===== src/rtl/char_block_decoder_pkg.sv =====
// rtl/char_block_decoder_pkg.sv - FSM states, class indices and whitespace bytes shared by the block decoder
package char_block_decoder_pkg;

    typedef enum logic [1:0] {
        ST_IDLE,
        ST_SOD,
        ST_STREAM,
        ST_DONE
    } state_e;

    localparam int CLS_NONE = -1;
    localparam int CLS_A    = 0;
    localparam int CLS_D    = 1;
    localparam int CLS_V    = 2;
    localparam int CLS_N    = 3;
    localparam int CLS_C    = 4;
    localparam int CLS_E    = 5;
    localparam int CLS_WS   = 6;
    localparam int CLS_S    = 7;
    localparam int CLS_P    = 8;
    localparam int CLS_Y    = 9;
    localparam int CLS_R    = 10;
    localparam int CLS_O    = 11;
    localparam int CLS_T    = 12;
    localparam int CLS_F    = 13;

    localparam logic [7:0] WS_SPACE = 8'h20;
    localparam logic [7:0] WS_TAB   = 8'h09;
    localparam logic [7:0] WS_LF    = 8'h0A;
    localparam logic [7:0] WS_VT    = 8'h0B;
    localparam logic [7:0] WS_FF    = 8'h0C;
    localparam logic [7:0] WS_CR    = 8'h0D;

    // Upper-case letters fold onto lower case so every letter class is case-insensitive.
    function automatic int class_of(input logic [7:0] b);
        logic [7:0] lc;
        lc = (b >= 8'h41 && b <= 8'h5A) ? (b | 8'h20) : b;
        case (lc)
            8'h61:   class_of = CLS_A;
            8'h64:   class_of = CLS_D;
            8'h76:   class_of = CLS_V;
            8'h6E:   class_of = CLS_N;
            8'h63:   class_of = CLS_C;
            8'h65:   class_of = CLS_E;
            8'h73:   class_of = CLS_S;
            8'h70:   class_of = CLS_P;
            8'h79:   class_of = CLS_Y;
            8'h72:   class_of = CLS_R;
            8'h6F:   class_of = CLS_O;
            8'h74:   class_of = CLS_T;
            8'h66:   class_of = CLS_F;
            WS_SPACE, WS_TAB, WS_LF, WS_VT, WS_FF, WS_CR:
                     class_of = CLS_WS;
            default: class_of = CLS_NONE;
        endcase
    endfunction

endpackage


===== src/rtl/char_class_rom.sv =====
// rtl/char_class_rom.sv - combinational byte to one-hot character-class decode
module char_class_rom
    import char_block_decoder_pkg::*;
#(
    parameter int NUM_CLASSES = 14
) (
    input  logic [7:0]             data,
    output logic [NUM_CLASSES-1:0] match
);

    int cls;

    // A byte maps to at most one class index, so the result is one-hot or zero by construction.
    always_comb begin
        cls = class_of(data);
        for (int k = 0; k < NUM_CLASSES; k++) begin
            match[k] = (cls == k);
        end
    end

endmodule


===== src/rtl/char_block_decoder.sv =====
// rtl/char_block_decoder.sv - packet framing, skid buffer and step control in front of the match engine
module char_block_decoder
    import char_block_decoder_pkg::*;
#(
    parameter int NUM_CLASSES = 14,
    parameter int SKID_DEPTH  = 2
) (
    input  logic                   clk,
    input  logic                   rst_n,
    input  logic                   s_valid,
    output logic                   s_ready,
    input  logic [7:0]             s_data,
    input  logic                   s_sop,
    input  logic                   s_eop,
    output logic                   sod,
    output logic                   en,
    output logic [NUM_CLASSES-1:0] char_match,
    output logic                   pkt_done,
    output logic                   proto_err,
    output logic [15:0]            drop_cnt
);

    localparam int             PTR_W    = $clog2(SKID_DEPTH);
    localparam logic [PTR_W:0] FULL_CNT = (PTR_W + 1)'(SKID_DEPTH);

    logic [7:0]             buf_data  [SKID_DEPTH];
    logic                   buf_start [SKID_DEPTH];
    logic                   buf_eop   [SKID_DEPTH];
    logic [PTR_W-1:0]       wr_ptr;
    logic [PTR_W-1:0]       rd_ptr;
    logic [PTR_W:0]         count;
    logic [PTR_W:0]         count_n;
    state_e                 state;
    state_e                 state_n;
    logic                   in_pkt;
    logic                   first_q;
    logic                   accept;
    logic                   push;
    logic                   pop;
    logic                   drop;
    logic                   brk;
    logic                   head_start;
    logic                   head_eop;
    logic [7:0]             head_data;
    logic [NUM_CLASSES-1:0] rom_match;

    // in_pkt tracks framing on the input side, which can run ahead of the FSM by the buffered bytes.
    assign accept = s_valid & s_ready;
    assign push   = accept & (s_sop | in_pkt);
    assign drop   = accept & ~s_sop & ~in_pkt;
    assign brk    = accept & s_sop & in_pkt;

    assign head_data  = buf_data[rd_ptr];
    assign head_start = buf_start[rd_ptr];
    assign head_eop   = buf_eop[rd_ptr];

    always_ff @(posedge clk) begin
        if (push) begin
            buf_data[wr_ptr]  <= s_data;
            buf_start[wr_ptr] <= s_sop;
            buf_eop[wr_ptr]   <= s_eop;
        end
    end

    always_ff @(posedge clk or negedge rst_n) begin
        if (!rst_n) begin
            wr_ptr <= '0;
            rd_ptr <= '0;
            count  <= '0;
        end else begin
            if (push) wr_ptr <= wr_ptr + PTR_W'(1);
            if (pop)  rd_ptr <= rd_ptr + PTR_W'(1);
            count <= count_n;
        end
    end

    assign count_n = count + (PTR_W + 1)'(push) - (PTR_W + 1)'(pop);

    // A start-marked head byte belongs to the current packet only right after its own SOD.
    always_comb begin
        state_n  = state;
        pop      = 1'b0;
        sod      = 1'b0;
        en       = 1'b0;
        pkt_done = 1'b0;
        case (state)
            ST_IDLE: begin
                if (accept && s_sop) state_n = ST_SOD;
            end
            ST_SOD: begin
                sod     = 1'b1;
                state_n = ST_STREAM;
            end
            ST_STREAM: begin
                if (count != '0) begin
                    if (head_start && !first_q) begin
                        state_n = ST_DONE;
                    end else begin
                        pop = 1'b1;
                        en  = 1'b1;
                        if (head_eop) state_n = ST_DONE;
                    end
                end
            end
            ST_DONE: begin
                pkt_done = 1'b1;
                state_n  = (count != '0) ? ST_SOD : ST_IDLE;
            end
            default: state_n = ST_IDLE;
        endcase
    end

    always_ff @(posedge clk or negedge rst_n) begin
        if (!rst_n) begin
            state     <= ST_IDLE;
            s_ready   <= 1'b0;
            in_pkt    <= 1'b0;
            first_q   <= 1'b0;
            proto_err <= 1'b0;
            drop_cnt  <= '0;
        end else begin
            state     <= state_n;
            s_ready   <= (count_n != FULL_CNT) && (state_n == ST_IDLE || state_n == ST_STREAM);
            proto_err <= brk;
            if (state == ST_SOD) first_q <= 1'b1;
            else if (pop)        first_q <= 1'b0;
            if (accept) begin
                if (s_eop)      in_pkt <= 1'b0;
                else if (s_sop) in_pkt <= 1'b1;
            end
            if (drop && drop_cnt != 16'hFFFF) drop_cnt <= drop_cnt + 16'd1;
        end
    end

    char_class_rom #(
        .NUM_CLASSES (NUM_CLASSES)
    ) u_rom (
        .data  (head_data),
        .match (rom_match)
    );

    assign char_match = en ? rom_match : '0;

endmodule


===== config.mk =====
export PLATFORM = sky130hd
export DESIGN_NAME = char_block_decoder
export DESIGN_NICKNAME = d
export VERILOG_FILES = /design/src/rtl/char_block_decoder_pkg.sv /design/src/rtl/char_class_rom.sv /design/src/rtl/char_block_decoder.sv
export SDC_FILE = /design/constraint.sdc
export NUM_CORES = 1
export LEC_CHECK = 0
export ABC_AREA = 1
export BUFFER_PORTS_ARGS = -buffer_cell sky130_fd_sc_hd__buf_2
export CORE_UTILIZATION = 58
export CTS_BUF_LIST = sky130_fd_sc_hd__clkbuf_2 sky130_fd_sc_hd__clkbuf_4 sky130_fd_sc_hd__clkbuf_8
export CTS_CLUSTER_DIAMETER = 60
export DETAILED_ROUTE_END_ITERATION = 6
export GPL_ROUTABILITY_DRIVEN = 1
export HOLD_SLACK_MARGIN = 0.1
export PLACE_DENSITY = 0.82
export SLEW_MARGIN = 25
export SYNTH_ARGS = -nofsm -noshare
export SYNTH_HDL_FRONTEND = slang
export SYNTH_SLANG_ARGS = --single-unit

===== constraint.sdc =====
create_clock -name clk -period 2.9 [get_ports clk]
set_clock_uncertainty 0.15 [all_clocks]
set_input_delay 0.29 -clock clk [delete_from_list [all_inputs] [get_ports clk]]
set_output_delay 0.29 -clock clk [all_outputs]
set_load 0.01 [all_outputs]

==> impl_results.md <==
- Hold crit path type: in2reg
- Sequential share of power: 0.328
- Final setup fails: 8
- Main flop type after synthesis: dfrtp_1
- Vias per cell: 5.420
- Mean Syn Cell Area: between 8 and 9 um2
- Initial antenna violation count: 0
- Clock slew at reported path FFs: roughly 0.10 ns
- Worst hold margin: roughly 0.19 ns
- Area Overhead vs Synth: 28.36%
- Worst EP required: 2.46 ns
- Switch share: 0.4556
- Crit path launch: rd_ptr$_DFFE_PN0P_
- CTS buffer count: 5
- Initial Util: 0.6166
- Slew Viols, Final: 0
- Tightest Pin Transition: 0.8786 ns
- CP arrival: roughly 2.6 ns
- Row count: 24
- Final GP Congestion: 0.9613
- Die Height: 70.74 um
- IO Count: 48
- Peak supply drop: 0.0004934 V
- RSZ-0062 raised after global routing: yes
- Antenna-violating nets left: 0
- Filler cells: 279
- Remaining DRCs: 8
- Total GRT Usage: 0.2610
- Leak pwr: 1.755 nW
- Synth Warn #: 0
- DRT iter0 DRCs: 160
- Crit path time final: 3.030 ns
- Clock Path Buffers: 2
- First-pass detailed-route iteration total: 6
- Layout Nets: roughly 410
- Post-synth EDFFs: 20
- FF+latch count, synth: 46
- Status: finished, violations left
- Wire length per cell: 14.84 um
- Layout cells sized above 1: 0.3394
- Pwr Density: 811.8 nW/um2
- Post-DP HPWL: 3907 um
- Inserted Diodes: 0
- Crit path capture type: output pin
- CTS tree: done
- Final Hold Viols: 0
- Synthesized instance count: 309
- Clock Sinks: 46
- Netlist cell types: 38
- Core area: 4444 um2
- Global-route wire length before repair: a little over 10,000 um
- Startpoint Class: register
- Failing checks: DRC, setup timing
- Largest net degree at the start of global routing: 27
- Slew HR: 0.4121
- Mapped Area: 2740 um2
- H-tree levels: 2
- Vias in the first global route: 2,204
- Logic pwr share: 0.529
- Skew-Pair Late Insertion Delay: 0.31 ns
- Fmax: 330.1 MHz
- Post-route setup slack: -0.1295 ns
- Vias: 2,374
- Max cap viols: 0
- Die area: 5003 um2
- Syn nets: ~330
- Die X: 70.74 um
- Drt total wl: 6502 um
- Register area share after synthesis: 0.4566
- P_sw: 1.301 mW
- Worst-path maximum fanout: 8
- Clock Power Share: 0.144
- Critical R2R Launch: rd_ptr$_DFFE_PN0P_
- Worst hold path startpoint: s_valid
- Buffers on Ports: 47
- Root Buffer: clkbuf_8
- Asr flop ratio synth: 0.5652
- Post-Place Worst Slack: 0.02736 ns
- Internal power: about 1.6 mW
- Total grt overflow: 0
- Period utilization: 1.045
- Kind of critical path: reg2out
worst paths after layout:
kind	slack, ns	to	cells past startpoint
worst max-delay path	-0.13	char_match[4]	14
min in group asynchronous	0.35	s_ready$_DFF_PN0_	2
worst max register to register	0.18	s_ready$_DFF_PN0_	15
max in group asynchronous	1.83	rd_ptr$_DFFE_PN0P_	2
worst min-delay path	0.19	in_pkt$_DFFE_PN0P_	4
worst min register to register	0.35	first_q$_DFFE_PN0P_	1
layer usage:
| metal | track usage | share of wire | vias to the layer above |
|---|---|---|---|
| met4 | 0.08000 | 0.016 | 0 |
| met3 | 0.04416 | 0.039 | 12 |
| li1 | - | - | 1155 |
| met5 | 0 | 0 | - |
| met2 | 0.4690 | 0.52 | 80 |
| met1 | 0.3228 | 0.43 | 1127 |
power by group through the flow:
stage | Sequential (mW) | Combinational [mW] | Clock (mW)
after floorplan | 0.922 | 0.961 | 0
after global placement | 0.942 | 1.09 | 0
after detailed placement | 0.948 | 1.13 | 0
after CTS | 0.926 | 1.39 | 0.411
after global routing | 0.945 | 1.65 | 0.440
final | 0.935 | 1.51 | 0.410
worst max-delay path: stages (launching register included):
cell      delay, ns
dfrtp_2        0.48
clkinv_4       0.14
o21ai_4        0.26
nand2_1        0.16
nor3_2         0.26
nor2_1         0.09
o21ai_0        0.11
nand3_2        0.13
nand2_4        0.10
clkinv_4       0.07
nand2_2        0.08
clkinv_1       0.09
nand3_1        0.12
nor2_1         0.06
buf_2          0.13
Yosys cell counts (2+ instances only):
library cell  instances  area share
a21oi_1               6       0.011
buf_6                 2      0.0082
dfrtp_1              26        0.24
edfxtp_1             20        0.22
ha_1                  7       0.032
inv_1                37       0.051
nand2_1              57       0.078
nand2_2               7       0.016
nand2_4               5       0.021
nand3_1              22       0.040
nand3_2               5       0.018
nand4_1               8       0.018
nor2_1               43       0.059
nor2_2                4      0.0091
nor2_4                5       0.021
nor3_1                9       0.016
o211ai_1              2      0.0055
o21ai_0               5      0.0091
o21ai_1               4      0.0073
xnor2_1               9       0.029
xor2_1                9       0.029
kinds of logic after synthesis:
group / synth area share
mux: 0.004109
flops: 0.4566
buf+inv: 0.08082
xor+xnor: 0.05754
fa+ha+maj: 0.03196
compound gates: 0.05343
simple gates: 0.3155
stage by stage:
stage | total power, mW | instances | instance area [um2] | TNS (ns) | util
4_1_cts | 2.725 | 435 | 3431 | 0 | 0.7720
6_report | 2.855 | 438 | 3517 | -0.9301 | 0.7914
3_3_place_gp | 2.037 | 407 | 3005 | 0 | 0.6762
3_5_place_dp | 2.074 | 407 | 3005 | 0 | 0.6762
2_1_floorplan | 1.883 | 309 | 2740 | 0 | -
5_1_grt | 3.030 | 438 | 3517 | -2.221 | 0.7914
cell usage in the layout (no fill, tap or decap), types with 6 or more instances in the layout:
| master | netlist | layout |
|---|---|---|
| buf_4 | 0 | 10 |
| nand3_1 | 22 | 16 |
| nand2_2 | 7 | 12 |
| xnor2_1 | 9 | 9 |
| edfxtp_1 | 20 | 20 |
| nand2_4 | 5 | 10 |
| dfrtp_1 | 26 | 25 |
| inv_1 | 37 | 37 |
| nand2_1 | 57 | 47 |
| a21oi_1 | 6 | 6 |
| nand3_4 | 1 | 6 |
| nor2_4 | 5 | 8 |
| nand4_1 | 8 | 8 |
| ha_1 | 7 | 7 |
| nor3_1 | 9 | 6 |
| nand3_2 | 5 | 6 |
| dlygate4sd3_1 | 0 | 11 |
| xor2_1 | 9 | 9 |
| nor2_1 | 43 | 39 |
| buf_2 | 0 | 47 |
layout make-up:
cell class / count / area (um2) / area share
Timing Repair Buffer: 72 / 465.4 / 0.1323
Sequential cell: 46 / 1252 / 0.3561
Multi-Input combinational cell: 219 / 1476 / 0.4198
Clock inverter: 3 / 25.02 / 0.007115
Tap cell: 52 / 65.06 / 0.01850
Clock buffer: 5 / 68.82 / 0.01957
Inverter: 41 / 163.9 / 0.04660
what timing repair did:
action                     4_1_cts  5_1_grt
cloned                           1        0
pin swaps                       18       11
setup buffers                    8        3
hold endpoints to repair        47        0
setup endpoints to repair        8        9
gates resized for setup         35       15
hold buffers                    11        0
state kept, by name, indices dropped and copies added, names as in the netlist:
| signal | cells |
|---|---|
| buf_data | 16 |
| drop_cnt | 16 |
| buf_eop | 2 |
| buf_start | 2 |
| count | 2 |
| state | 2 |
| first_q | 1 |
| in_pkt | 1 |
| proto_err | 1 |
| rd_ptr | 1 |
| s_ready | 1 |
| wr_ptr | 1 |
No activity file was read; power rests on OpenSTA's default activity.
